`config.mk`:
```
export PLATFORM = sky130hd
export DESIGN_NAME = store_buffer
export DESIGN_NICKNAME = d
export VERILOG_FILES = /design/src/rtl/store_buffer_pkg.sv /design/src/rtl/store_buffer_match.sv /design/src/rtl/store_buffer.sv
export SDC_FILE = /design/constraint.sdc
export NUM_CORES = 1
export LEC_CHECK = 0
export ABC_CLOCK_PERIOD_IN_PS = 6020
export CAP_MARGIN = 20
export CORE_AREA = 2 2 214 216
export DETAILED_ROUTE_END_ITERATION = 16
export DIE_AREA = 0 0 216 218
export DONT_BUFFER_PORTS = 1
export MAX_ROUTING_LAYER = met4
export PLACE_DENSITY_LB_ADDON = 0.05
export RECOVER_POWER = 25
export SYNTH_ARGS = -nofsm -noshare
export SYNTH_HDL_FRONTEND = slang
export SYNTH_SLANG_ARGS = --single-unit
```
`constraint.sdc`:
```
create_clock -name clk -period 6.02 [get_ports clk]
set_input_delay 1.204 -clock clk [delete_from_list [all_inputs] [get_ports clk]]
set_output_delay 1.204 -clock clk [all_outputs]
set_load 0.02 [all_outputs]
```
`src/rtl/store_buffer_pkg.sv`:
```
// Shared constants and types for the store buffer. The optional feature
// macro STORE_BUFFER_FWD_EN is consumed in store_buffer.sv.
package store_buffer_pkg;

  localparam int SB_DEPTH = 4;
  localparam int SB_AW    = 32;
  localparam int SB_DW    = 32;

  // Which client owns the shared dmem port in a given cycle
  typedef enum logic [1:0] {
    PORT_IDLE,
    PORT_LOAD,
    PORT_DRAIN
  } port_use_e;

endpackage

```
`src/rtl/store_buffer_match.sv`:
```
// Parallel word-address compare of a core address against buffered stores;
// reports a hit and the index of the youngest matching entry.
module store_buffer_match
  import store_buffer_pkg::*;
#(
  parameter int DEPTH = SB_DEPTH,
  parameter int WAW   = SB_AW - 2,
  localparam int PW   = $clog2(DEPTH)
) (
  input  logic [DEPTH*WAW-1:0] entry_waddr,
  input  logic [DEPTH-1:0]     entry_valid,
  input  logic [PW-1:0]        head,
  input  logic [WAW-1:0]       key,
  output logic                 hit,
  output logic [PW-1:0]        hit_idx
);

  logic [PW-1:0] idx;

  // Walk from oldest (head) to youngest so a later match overrides an earlier one
  always_comb begin
    hit     = 1'b0;
    hit_idx = head;
    idx     = head;
    for (int i = 0; i < DEPTH; i++) begin
      idx = head + PW'(i);
      if (entry_valid[idx] && (entry_waddr[int'(idx)*WAW +: WAW] == key)) begin
        hit     = 1'b1;
        hit_idx = idx;
      end
    end
  end

endmodule

```
`src/rtl/store_buffer.sv`:
```
// Posted-write FIFO between core data port and dmem with load-hit handling.
// Define STORE_BUFFER_FWD_EN to forward load hits instead of stalling.
module store_buffer
  import store_buffer_pkg::*;
#(
  parameter int DEPTH = SB_DEPTH,
  parameter int AW    = SB_AW,
  parameter int DW    = SB_DW
) (
  input  logic                     clk,
  input  logic                     reset,
  input  logic                     core_we,
  input  logic                     core_re,
  input  logic [AW-1:0]            core_addr,
  input  logic [DW-1:0]            core_wd,
  output logic [DW-1:0]            core_rd,
  output logic                     stall,
  output logic                     mem_we,
  output logic [AW-1:0]            mem_addr,
  output logic [DW-1:0]            mem_wd,
  input  logic [DW-1:0]            mem_rd,
  output logic                     empty,
  output logic [$clog2(DEPTH):0]   count
);

  localparam int PW  = $clog2(DEPTH);
  localparam int WAW = AW - 2;

`ifdef STORE_BUFFER_FWD_EN
  localparam bit FWD_EN = 1'b1;
`else
  localparam bit FWD_EN = 1'b0;
`endif

  logic [AW-1:0]        addr_q  [DEPTH];
  logic [DW-1:0]        data_q  [DEPTH];
  logic [DEPTH-1:0]     valid_q;
  logic [PW-1:0]        head_q;
  logic [PW-1:0]        tail_q;
  logic [PW:0]          count_q;

  logic [DEPTH*WAW-1:0] entry_waddr;
  logic                 match_hit;
  logic [PW-1:0]        hit_idx;
  logic                 load_hit;
  logic                 full;
  logic                 enq;
  logic                 deq;
  port_use_e            port_use;

  always_comb begin
    entry_waddr = '0;
    for (int i = 0; i < DEPTH; i++) begin
      entry_waddr[i*WAW +: WAW] = addr_q[i][AW-1:2];
    end
  end

  store_buffer_match #(
    .DEPTH (DEPTH),
    .WAW   (WAW)
  ) u_match (
    .entry_waddr (entry_waddr),
    .entry_valid (valid_q),
    .head        (head_q),
    .key         (core_addr[AW-1:2]),
    .hit         (match_hit),
    .hit_idx     (hit_idx)
  );

  assign full     = (count_q == (PW+1)'(DEPTH));
  assign empty    = (count_q == '0);
  assign count    = count_q;
  assign load_hit = core_re && match_hit;
  assign enq      = core_we && !full;
  assign deq      = (port_use == PORT_DRAIN);

  // A missing load owns the port; otherwise drain, but never while reset is
  // asserted so discarded entries cannot leak into dmem.
  always_comb begin
    port_use = PORT_IDLE;
    if (core_re && !match_hit) begin
      port_use = PORT_LOAD;
    end else if (!empty && reset) begin
      port_use = PORT_DRAIN;
    end

    mem_we   = (port_use == PORT_DRAIN);
    mem_addr = (port_use == PORT_DRAIN) ? addr_q[head_q] : core_addr;
    mem_wd   = data_q[head_q];

    core_rd  = (FWD_EN && load_hit) ? data_q[hit_idx] : mem_rd;
    stall    = (core_we && full) || (!FWD_EN && load_hit && !core_we);
  end

  always_ff @(posedge clk) begin
    if (!reset) begin
      head_q  <= '0;
      tail_q  <= '0;
      count_q <= '0;
      valid_q <= '0;
    end else begin
      if (enq) begin
        valid_q[tail_q] <= 1'b1;
        tail_q          <= tail_q + 1'b1;
      end
      if (deq) begin
        valid_q[head_q] <= 1'b0;
        head_q          <= head_q + 1'b1;
      end
      if (enq && !deq) begin
        count_q <= count_q + 1'b1;
      end else if (deq && !enq) begin
        count_q <= count_q - 1'b1;
      end
    end
  end

  // Payload storage needs no reset; valid_q qualifies every entry
  always_ff @(posedge clk) begin
    if (enq) begin
      addr_q[tail_q] <= core_addr;
      data_q[tail_q] <= core_wd;
    end
  end

endmodule

```
==> results.json <==
{
  "coreArea_sq_mm": 0.04489,
  "insertion_delay_ns": 0.57,
  "synthCells": 996,
  "period_share_pct": 97.16,
  "grt_overflow": 0,
  "die_width_um": 216,
  "drtIter0Drc": 698,
  "finalWeightedCongestion": 0.8802,
  "drive_gt1_share_pct": 27.80,
  "reg2reg_depth": 17,
  "r2r_start": "head_q[0]",
  "cts_buffers": 31,
  "cts_hold_repair.buffers": 0,
  "start_kind": "register",
  "yosysSeqAreaShare_pct": 51.05,
  "vdd_drop_max_v": 0.0002667,
  "crit_type": "reg -> out",
  "slowest_stage": "ha_4",
  "fin_skew_ns": 0.009007,
  "die_y_um": 218,
  "nets": 1049,
  "maxCapViolations": 0,
  "crit_end": "mem_addr[12]",
  "routed_via_density": 5.816,
  "fin_area_sq_mm": 0.01701,
  "synth_nets": 1106,
  "worst_pin_slew_ns": 0.9081,
  "hold_class": "reg -> reg",
  "reg2reg_to": "count[2]",
  "final.setup.tns_ns": 0,
  "slew_viol_final": 0,
  "wl_per_cell_um": 29.80,
  "drc_errors": 0,
  "cts-root-buf": "clkbuf_16",
  "ys_async_sr_fraction_pct": 0,
  "cts_tree": "built",
  "finalSetupViolCount": 0,
  "relSlewSlack_pct": 38.82,
  "netlist_area_sq_mm": 0.01557,
  "path_max_fanout": 19,
  "grtUsageTotal_pct": 20.32,
  "synth_enable_flop_cells": 256,
  "grt_max_degree": 78,
  "syn-mean-instance-area_sq_um": 15.63,
  "diodes": 0,
  "period_minus_slack_ns": 5.849,
  "final_cell_mix": "edfxtp_1 (256), mux4_2 (134), xnor2_1 (84)",
  "die_area_sq_mm": 0.04709,
  "crit_path_cell_trace": "inv_1 > ha_4 > buf_4 > mux4_2 > xnor2_2 > nand4_1 > nor4b_2 > nand4_1 > o2bb2ai_1 > o31ai_4 > buf_4 > mux2_4",
  "reg2reg_slack_ns": 1.24,
  "grt_first_pass_wirelength_mm": 67.85,
  "cts_buffer_depth": 3,
  "num_rows": 78,
  "synth_flop_cell": "edfxtp_1",
  "yosys_warnings": 0,
  "cts_sinks": 269,
  "cts-htree-levels": 1,
  "ios": 202,
  "dr.pass1.iters": 5,
  "endpoint_kind": "output pin",
  "grt_pass1_vias": 9553,
  "fillerInstances": 4242,
  "status": "finished clean",
  "ant_nets": 0,
  "power-per-cell-area_mw_per_mm2": 497.3,
  "synth.distinct_cells": 68,
  "fmax_mhz": 171.0,
  "dp_hpwl_mm": 33.16,
  "wirelength_mm": 46.60,
  "place_area_sq_mm": 0.01584,
  "vias": 9096,
  "max_stage_delay_ns": 0.54,
  "arrival_ns": 4.65,
  "clk_pin_slew_ns": 0.06,
  "io_buffers": 0,
  "final_common_cell": "edfxtp_1",
  "total_leakage_power_nw": 5.217,
  "start_util_pct": 34.68,
  "critPathLaunch": "head_q[0]",
  "synth_seq_cells": 269,
  "area_growth_pct": 9.250,
  "cp.required_ns": 4.82,
  "hold_viol": 0,
  "rsz0062_at_grt": "false",
  "antenna_found_initial": 0
}
## critical path: cells and delay by family (launching register included)
family / cells / cell delay (ns)
fa+ha+maj: 1 / 0.54
xor+xnor: 1 / 0.28
simple gates: 3 / 0.72
mux: 2 / 0.93
compound gates: 2 / 0.46
flops: 1 / 0.37
buf+inv: 3 / 0.70
## kinds of logic after synthesis
| group | count (synthesis) | share of synthesized area (%) |
|---|---|---|
| AOI/OAI and AO/OA | 97 | 4.758 |
| xor gates and xnor gates | 97 | 5.457 |
| adders and majority gates | 10 | 0.8519 |
| buffers and inverters | 127 | 4.774 |
| DFF | 269 | 51.05 |
| muxes | 250 | 27.88 |
| and+or+nand+nor | 146 | 5.232 |
## sequential cells by signal, indices dropped and copies added (netlist names), named ones only
name / flops
data_q: 128
valid_q: 4
tail_q: 2
count: 3
addr_q: 128
head_q: 2
## metrics by stage
| stage | util, % | worst slack [ns] | std cells | total power, mW | hold WS (ns) |
|---|---|---|---|---|---|
| finish | 37.89 | 0.1708 | 1564 | 8.458 | 0.5897 |
| detailed placement | 35.28 | 0.1910 | 1505 | 6.509 | 0.5873 |
| CTS | 37.79 | 0.1038 | 1563 | 8.564 | 0.5968 |
| global route | 37.89 | 0.004157 | 1564 | 8.896 | 0.6138 |
| floorplan | - | 0.8758 | 996 | 5.556 | 0.5136 |
| global placement | 35.21 | 0.2021 | 1504 | 6.506 | 0.5319 |
## synthesized netlist by cell type, types with 3 or more instances
cell,number,area share (%)
o22a_1,3,0.17
or3_1,3,0.12
buf_2,6,0.19
nand3_1,7,0.23
and2_1,6,0.24
nand4_1,28,1.1
o31ai_1,3,0.14
mux2_4,28,2.7
buf_4,35,1.7
mux2i_1,73,4.7
nand2b_1,3,0.12
buf_1,10,0.24
a22oi_1,7,0.34
mux4_2,134,19
and4_1,5,0.28
nor2_1,16,0.39
o22ai_1,12,0.48
o221a_2,5,0.36
nor4_1,9,0.36
ha_1,9,0.72
xor2_1,12,0.68
a21oi_1,17,0.55
xnor2_1,85,4.8
buf_6,17,1.2
o21ai_0,8,0.26
dfxtp_1,13,1.7
nand2_1,31,0.75
o311ai_1,3,0.17
nor4b_1,4,0.23
and3_1,5,0.20
o211ai_1,9,0.43
nand4b_1,4,0.23
clkbuf_1,41,0.99
nor2b_1,6,0.24
nor3_1,11,0.35
o2111ai_1,4,0.23
inv_1,16,0.39
edfxtp_1,256,49
mux2_2,12,0.87
## where the power goes
part	switching (mW)	internal, mW	total (mW)
combinational	2.22	1.71	3.93
clock	0.786	1.21	1.99
sequential	0.207	2.33	2.53
## worst min path at each step
stage / end / cells past startpoint / from / slack (ns)
floorplan: tail_q[1] / 2 / tail_q[1] / 0.51
global placement: tail_q[1] / 2 / tail_q[1] / 0.53
detailed placement: tail_q[1] / 2 / tail_q[1] / 0.59
CTS: tail_q[0] / 2 / tail_q[0] / 0.60
global route: tail_q[1] / 2 / tail_q[1] / 0.61
finish: tail_q[0] / 2 / tail_q[0] / 0.59
## layout make-up
| class | instances | area (sq um) | area share, % |
|---|---|---|---|
| repair buffers | 19 | 202.7 | 1.192 |
| inverters | 18 | 67.56 | 0.3972 |
| clock inverters | 26 | 315.3 | 1.854 |
| well taps | 600 | 750.7 | 4.414 |
| clock buffers | 32 | 779.5 | 4.583 |
| flip-flops and latches | 269 | 7960 | 46.80 |
| multi-input cells | 600 | 6933 | 40.76 |
## layer usage
| metal | share of wire [%] | wire length, um | global-route usage, % |
|---|---|---|---|
| met1 | 43 | 19820 | 26.19 |
| met2 | 49 | 22990 | 33.09 |
| met3 | 5.7 | 2672 | 3.668 |
| met4 | 2.4 | 1115 | 5.708 |
| met5 | 0 | 0 | - |
## repair_timing
action | 4_1_cts | 5_1_grt
endpoints found under the setup margin | 34 | 33
hold endpoints to repair | 0 | 0
resized for setup | 5 | 2
setup buffers | 0 | 0
pin swaps | 0 | 0
(Power assumes the default switching activity.)
